==> config.mk <==
export PLATFORM = sky130hd
export DESIGN_NAME = gtech_ld_bank
export DESIGN_NICKNAME = d
export VERILOG_FILES = /design/src/rtl/gtech_ld_bank.sv
export SDC_FILE = /design/constraint.sdc
export NUM_CORES = 1
export LEC_CHECK = 0
export CORE_ASPECT_RATIO = 0.75
export CORE_UTILIZATION = 45
export DETAILED_ROUTE_END_ITERATION = 7
export PLACE_DENSITY = 0.8
export RECOVER_POWER = 50
export REMOVE_ABC_BUFFERS = 1
export SLEW_MARGIN = 20
export SYNTH_ARGS = -nofsm -noshare
export SYNTH_HDL_FRONTEND = slang
export SYNTH_SLANG_ARGS = --single-unit
==> constraint.sdc <==
create_clock -name CP -period 2.1 [get_ports CP]
set_clock_uncertainty 0.05 [all_clocks]
set_input_delay 0.42 -clock CP [delete_from_list [all_inputs] [get_ports CP]]
set_output_delay 0.42 -clock CP [all_outputs]
set_load 0.005 [all_outputs]
==> src/rtl/gtech_ld_bank.sv <==
// rtl/gtech_ld_bank.sv - multi-channel synchronous gated-latch bank with shadow register and change flags
//
// Purpose:
//   NCH independent WIDTH-bit holding channels. Each channel has its own
//   active-low gate and active-low clear. MODE selects level capture (every
//   gated cycle) or edge capture (first gated cycle after the gate was high).
//   A shadow bank takes a snapshot of the live bank on LOAD. A sticky change
//   flag per channel records any change of the live value.
//
// Ports:
//   CP       clock, rising edge
//   CD       synchronous active-low reset
//   D        channel data, channel i = D[i*WIDTH +: WIDTH]
//   GN       per-channel gate, active-low
//   CDN      per-channel synchronous clear, active-low
//   LOAD     copy live bank (pre-update value) into shadow bank
//   CHG_CLR  clear all change flags (a simultaneous set wins)
//   Q        live held values
//   QS       shadow values
//   CHG      sticky per-channel change flags

module gtech_ld_bank #(
    parameter int               WIDTH   = 8,
    parameter int               NCH     = 4,
    parameter int               MODE    = 0,
    parameter logic [WIDTH-1:0] RST_VAL = '0
) (
    input  logic                   CP,
    input  logic                   CD,
    input  logic [NCH*WIDTH-1:0]   D,
    input  logic [NCH-1:0]         GN,
    input  logic [NCH-1:0]         CDN,
    input  logic                   LOAD,
    input  logic                   CHG_CLR,
    output logic [NCH*WIDTH-1:0]   Q,
    output logic [NCH*WIDTH-1:0]   QS,
    output logic [NCH-1:0]         CHG
);

    logic [NCH*WIDTH-1:0] q_r;
    logic [NCH*WIDTH-1:0] qs_r;
    logic [NCH-1:0]       chg_r;
    logic [NCH-1:0]       gn_hist;

    logic [NCH-1:0]       cap;
    logic [NCH*WIDTH-1:0] q_nxt;
    logic [NCH-1:0]       chg_set;

    // Edge mode only captures on a high-to-low gate transition; the history
    // resets to all ones so the first low cycle after reset is a transition.
    assign cap = (MODE != 0) ? (gn_hist & ~GN) : ~GN;

    always_comb begin
        q_nxt   = q_r;
        chg_set = '0;
        for (int i = 0; i < NCH; i++) begin
            if (!CDN[i]) begin
                q_nxt[i*WIDTH +: WIDTH] = RST_VAL;
            end else if (cap[i]) begin
                q_nxt[i*WIDTH +: WIDTH] = D[i*WIDTH +: WIDTH];
            end
            chg_set[i] = (q_nxt[i*WIDTH +: WIDTH] != q_r[i*WIDTH +: WIDTH]);
        end
    end

    always_ff @(posedge CP) begin
        if (!CD) begin
            q_r     <= {NCH{RST_VAL}};
            qs_r    <= {NCH{RST_VAL}};
            chg_r   <= '0;
            gn_hist <= '1;
        end else begin
            q_r     <= q_nxt;
            gn_hist <= GN;
            // Shadow takes the value held before this edge, so a capture in
            // the same cycle only reaches QS on a later LOAD.
            if (LOAD) begin
                qs_r <= q_r;
            end
            chg_r <= chg_set | (chg_r & ~{NCH{CHG_CLR}});
        end
    end

    assign Q   = q_r;
    assign QS  = qs_r;
    assign CHG = chg_r;

endmodule

# == Yosys cells after proc, flatten, opt, wreduce, memory -nomap -nowiden ==
# Index checks and enable logic that the tools add are counted.
# Widths: inputs -> output; s select.
# totals
romBits,0
ramBits,0
regBits,68
in_bits,44
memories,0
latch_bits,0
# classes
bitwise,4
magnitude_cmp,0
addsub,0
n_shift,0
n_eq_ne,4
n_mux,8
n_mul,0
div_mod_pow,0
n_reduce_logical,0
# ops
operator,n
$mux 8,8
$ne 8x8->1,4
$not 4->4,2
$and 4x4->4,1
$or 4x4->4,1

# == Depth between registers and ports, before layout ==
# depth
ltp_word,5
depth_mapped,5

# == Worst setup path before layout ==
# OpenSTA, ideal clock, no wires.
# synth_timing
path_type,input -> register
startpoint,input port D[0]
endpoint,"register chg_r[0], in the netlist CHG[0]"
n_path_buf,0
t_required_ns,1.911
arrival_ns,1.152
setup_ns,0.139
setup_slack_ns,0.759
path_stages,4
cell_sequence,nor2b_1 -> a2111oi_0 -> o311a_1 -> a41oi_1
# synth_between
elab_chain_len,4
# synth_lines
item,line_no,text
from (decl),30,"input logic [NCH*WIDTH-1:0] D,"
$mux 8,59,end else if (cap[i]) begin
$mux 8,57,if (!CDN[i]) begin
$ne 8x8->1,62,chg_set[i] = (q_nxt[i*WIDTH +: WIDTH] != q_r[i*WIDTH +: WIDTH]);
$or 4x4->4,80,chg_r <= chg_set | (chg_r & ~{NCH{CHG_CLR}});
to (signal assigned),80,
to (decl),42,logic [NCH-1:0] chg_r;
# Every way passes these cells.
# A chain may end at the register's enable or synchronous reset.

# == Worst setup path after layout ==
# layout_timing
startpoint,"register q_r[15], in the netlist Q[15]"
endpoint,output port Q[15]
# layout_lines
item,line_no,text
from (decl),40,logic [NCH*WIDTH-1:0] q_r;
from (signal assigned),68,q_r <= {NCH{RST_VAL}};
from (signal assigned),73,q_r <= q_nxt;
to (decl),35,"output logic [NCH*WIDTH-1:0] Q,"
# No word-level cell between the ends.

==> results.sh <==
export IMPL_cts_sinks=68
export IMPL_fin_crit_sh=0.8732
export IMPL_p_leak_uw=0.001863
export IMPL_drive_above_1_share=0.06318
export IMPL_ant_nets=0
export IMPL_yosys_area_share_simple=0.1558
export IMPL_endpoint="Q[15]"
export IMPL_setup_worst_path_start="Q[15]"
export IMPL_critPathBufInv=1
export IMPL_yosysSeqAreaShare=0.4368
export IMPL_diodes=0
export IMPL_dieHeight_um=74.08
export IMPL_netlist_area_um2=3117
export IMPL_async_flop_share=0
export IMPL_crit_chain="clkdlybuf4s50_1"
export IMPL_ys_top_cells_by_count="nor2_1 (72), dfxtp_1 (68), mux2i_1 (64)"
export IMPL_fin_area_um2=4523
export IMPL_r2r_end="CHG[3]"
export IMPL_post_cts_setup_buffers=0
export IMPL_cts_buffer_depth=2
export IMPL_clk_insertion_delay_late_ns=0.33
export IMPL_ff_latch_area_um2=1361
export IMPL_drc=10
export IMPL_rsz0062_at_grt="no"
export IMPL_status="complete, but fails checks"
export IMPL_tns_ns=0
export IMPL_hp_start="QS[27]"
export IMPL_die_area_um2=7266
export IMPL_viasPerCell=5.257
export IMPL_synth_seq_cells=68
export IMPL_drt_iter0_markers=121
export IMPL_num_vias=2839
export IMPL_worstMarginPinSlew_ns=0.5587
export IMPL_globalplace_congestion=0.8109
export IMPL_clk_pin_slew_ns=0.06
export IMPL_violations="design-rule violations"
export IMPL_dp_hpwl_um=5600
export IMPL_grt_use_total=0.2262
export IMPL_fillCellCount=530
export IMPL_rrSetupSlack_ns=0.65
export IMPL_htreeDepth=3
export IMPL_critical_path_top_delay_family="buffers and inverters"
export IMPL_routed_wirelength_um=7987
export IMPL_placed_cell_area_um2=4334
export IMPL_syn_to_final_growth_pct=45.12
export IMPL_critPathArrivalTime_ns=1.36
export IMPL_cts_root_buf="clkbuf_8"
export IMPL_min_path_type="flop to flop"
export IMPL_p_per_area_nw_per_um2=643.5
export IMPL_grt_max_degree=33
export IMPL_hold_viol_final=0
export IMPL_yosys_top_cells_area="dfxtp_1 (44%), mux2i_1 (21%), nor2_1 (8.7%)"
export IMPL_finalMaxSlewViolations=0
export IMPL_synth_most_common_cell="nor2_1"
export IMPL_reg2reg_depth=4
export IMPL_start_kind="flop"
export IMPL_multiInputGateArea_um2=1577
export IMPL_portBuffers=111
export IMPL_cp_slowest_stage_delay_ns=0.58
export IMPL_finalSetupViolCount=0
export IMPL_drv_cap=0
export IMPL_fp_row_count=25
export IMPL_cts_tree="built"
export IMPL_yosys_cell_types_count=32
export IMPL_cts_hold_buffers=0
export IMPL_initial_core_util=0.4790
export IMPL_synth_top_area_frac=0.4368
export IMPL_pin_count=112
export IMPL_antenna_found_initial=0
export IMPL_synth_top_family_by_area="multiplexers"
export IMPL_dr_pass1_iters=7
export IMPL_irDropWorstVdd_mv=0.3826
export IMPL_grt_pass1_vias=2682
export IMPL_nets=499
export IMPL_yosysWarnings=0
export IMPL_cts_resized=0
export IMPL_cp_end_kind="primary output"
export IMPL_core_um2=6506
export IMPL_cts_made_buffers=9
export IMPL_synth_edf_count=0
export IMPL_synthCells=340
export IMPL_maxSlewHeadroom=0.6275
export IMPL_required_ns=1.63
export IMPL_ys_flop_type="dfxtp_1"
export IMPL_yosysTopAreaCell="dfxtp_1"
export IMPL_critPathMaxFanout=5
export IMPL_crit_type="flop to primary output"
export IMPL_synth_compound_area_frac=0.1445
export IMPL_synth_xor_area_share=0
export IMPL_postSynthAreaPerCell_um2=9.167
export IMPL_grt_overflow=0
export IMPL_yosys_mux_area_fraction=0.2055
export IMPL_fmax_ghz=0.5454
export IMPL_synthAdderAreaFrac=0
export IMPL_drt_wirelength_per_cell_um=14.79
export IMPL_fp_dieW_um=98.10
export IMPL_grt_pass1_wl_um=12940
export IMPL_cp_slowest_cell="clkdlybuf4s50_1"
export IMPL_fin_crit_ns=1.834
export IMPL_r2r_start="Q[24]"
export IMPL_cp_num_cells=1
-- layer usage --
layer	global-route usage	vias up	wire length (um)
li1	-	1421	-
met1	0.2955	1310	3775
met2	0.3537	96	3475
met3	0.07613	12	629
met4	0.07912	0	106
met5	0	-	0
-- flip-flops by register name (all words and copies together), names as in the netlist --
| signal | cells |
|---|---|
| Q | 32 |
| QS | 32 |
| CHG | 4 |
-- cell families after synthesis --
kind of cell | Yosys count
DFF | 68
muxes | 64
AOI/OAI and AO/OA | 66
and+or+nand+nor | 108
buffers and inverters | 34
-- final cells by class --
| type | instances | share of cell area |
|---|---|---|
| Multi-Input combinational cell | 238 | 0.3485 |
| Clock inverter | 1 | 0.006639 |
| Tap cell | 81 | 0.02241 |
| Clock buffer | 14 | 0.03817 |
| Inverter | 17 | 0.01411 |
| Timing Repair Buffer | 121 | 0.2692 |
| Sequential cell | 68 | 0.3010 |
-- worst min path at each step --
stage / end / slack (ns) / cells past startpoint
after global routing: QS[7] / 0.47 / 2
after floorplan: QS[0] / 0.43 / 2
after detailed placement: QS[7] / 0.43 / 2
final: QS[27] / 0.45 / 2
after global placement: QS[21] / 0.42 / 2
after CTS: QS[7] / 0.45 / 2
-- placed cells by master, fill, tap and decap left out, types with 4 or more instances in the layout --
cell type	instances
clkdlybuf4s50_1	104
dlygate4sd3_1	6
nand4_1	4
buf_12	4
nand2b_1	10
nand2_1	6
a22oi_1	8
dfxtp_1	68
nor2_1	72
clkbuf_1	5
mux2i_1	64
inv_1	16
nor2b_1	8
clkbuf_8	12
o22ai_1	4
and3_2	4
o21ai_0	24
a21oi_1	6
-- power by group --
group / internal [uW] / switching [uW] / total, uW / leakage [uW]
Clock: 641 / 458 / 1100 / 0.000103
Combinational: 252 / 194 / 445 / 0.00121
Sequential: 1330 / 37.2 / 1370 / 0.000553
-- per-stage QoR --
| stage | hold WS, ns | utilization | cells | setup slack, ns | total power (uW) |
|---|---|---|---|---|---|
| 5_1_grt | 0.4691 | 0.6952 | 540 | 0.2227 | 3043 |
| 6_report | 0.4454 | 0.6952 | 540 | 0.2664 | 2911 |
| 3_5_place_dp | 0.4295 | 0.6662 | 525 | 0.002333 | 1842 |
| 4_1_cts | 0.4506 | 0.6973 | 540 | 0.2731 | 2943 |
| 2_1_floorplan | 0.4350 | - | 323 | 0.7359 | 1556 |
| 3_3_place_gp | 0.4219 | 0.6662 | 525 | 0.05287 | 1830 |
(Power assumes the default switching activity.)
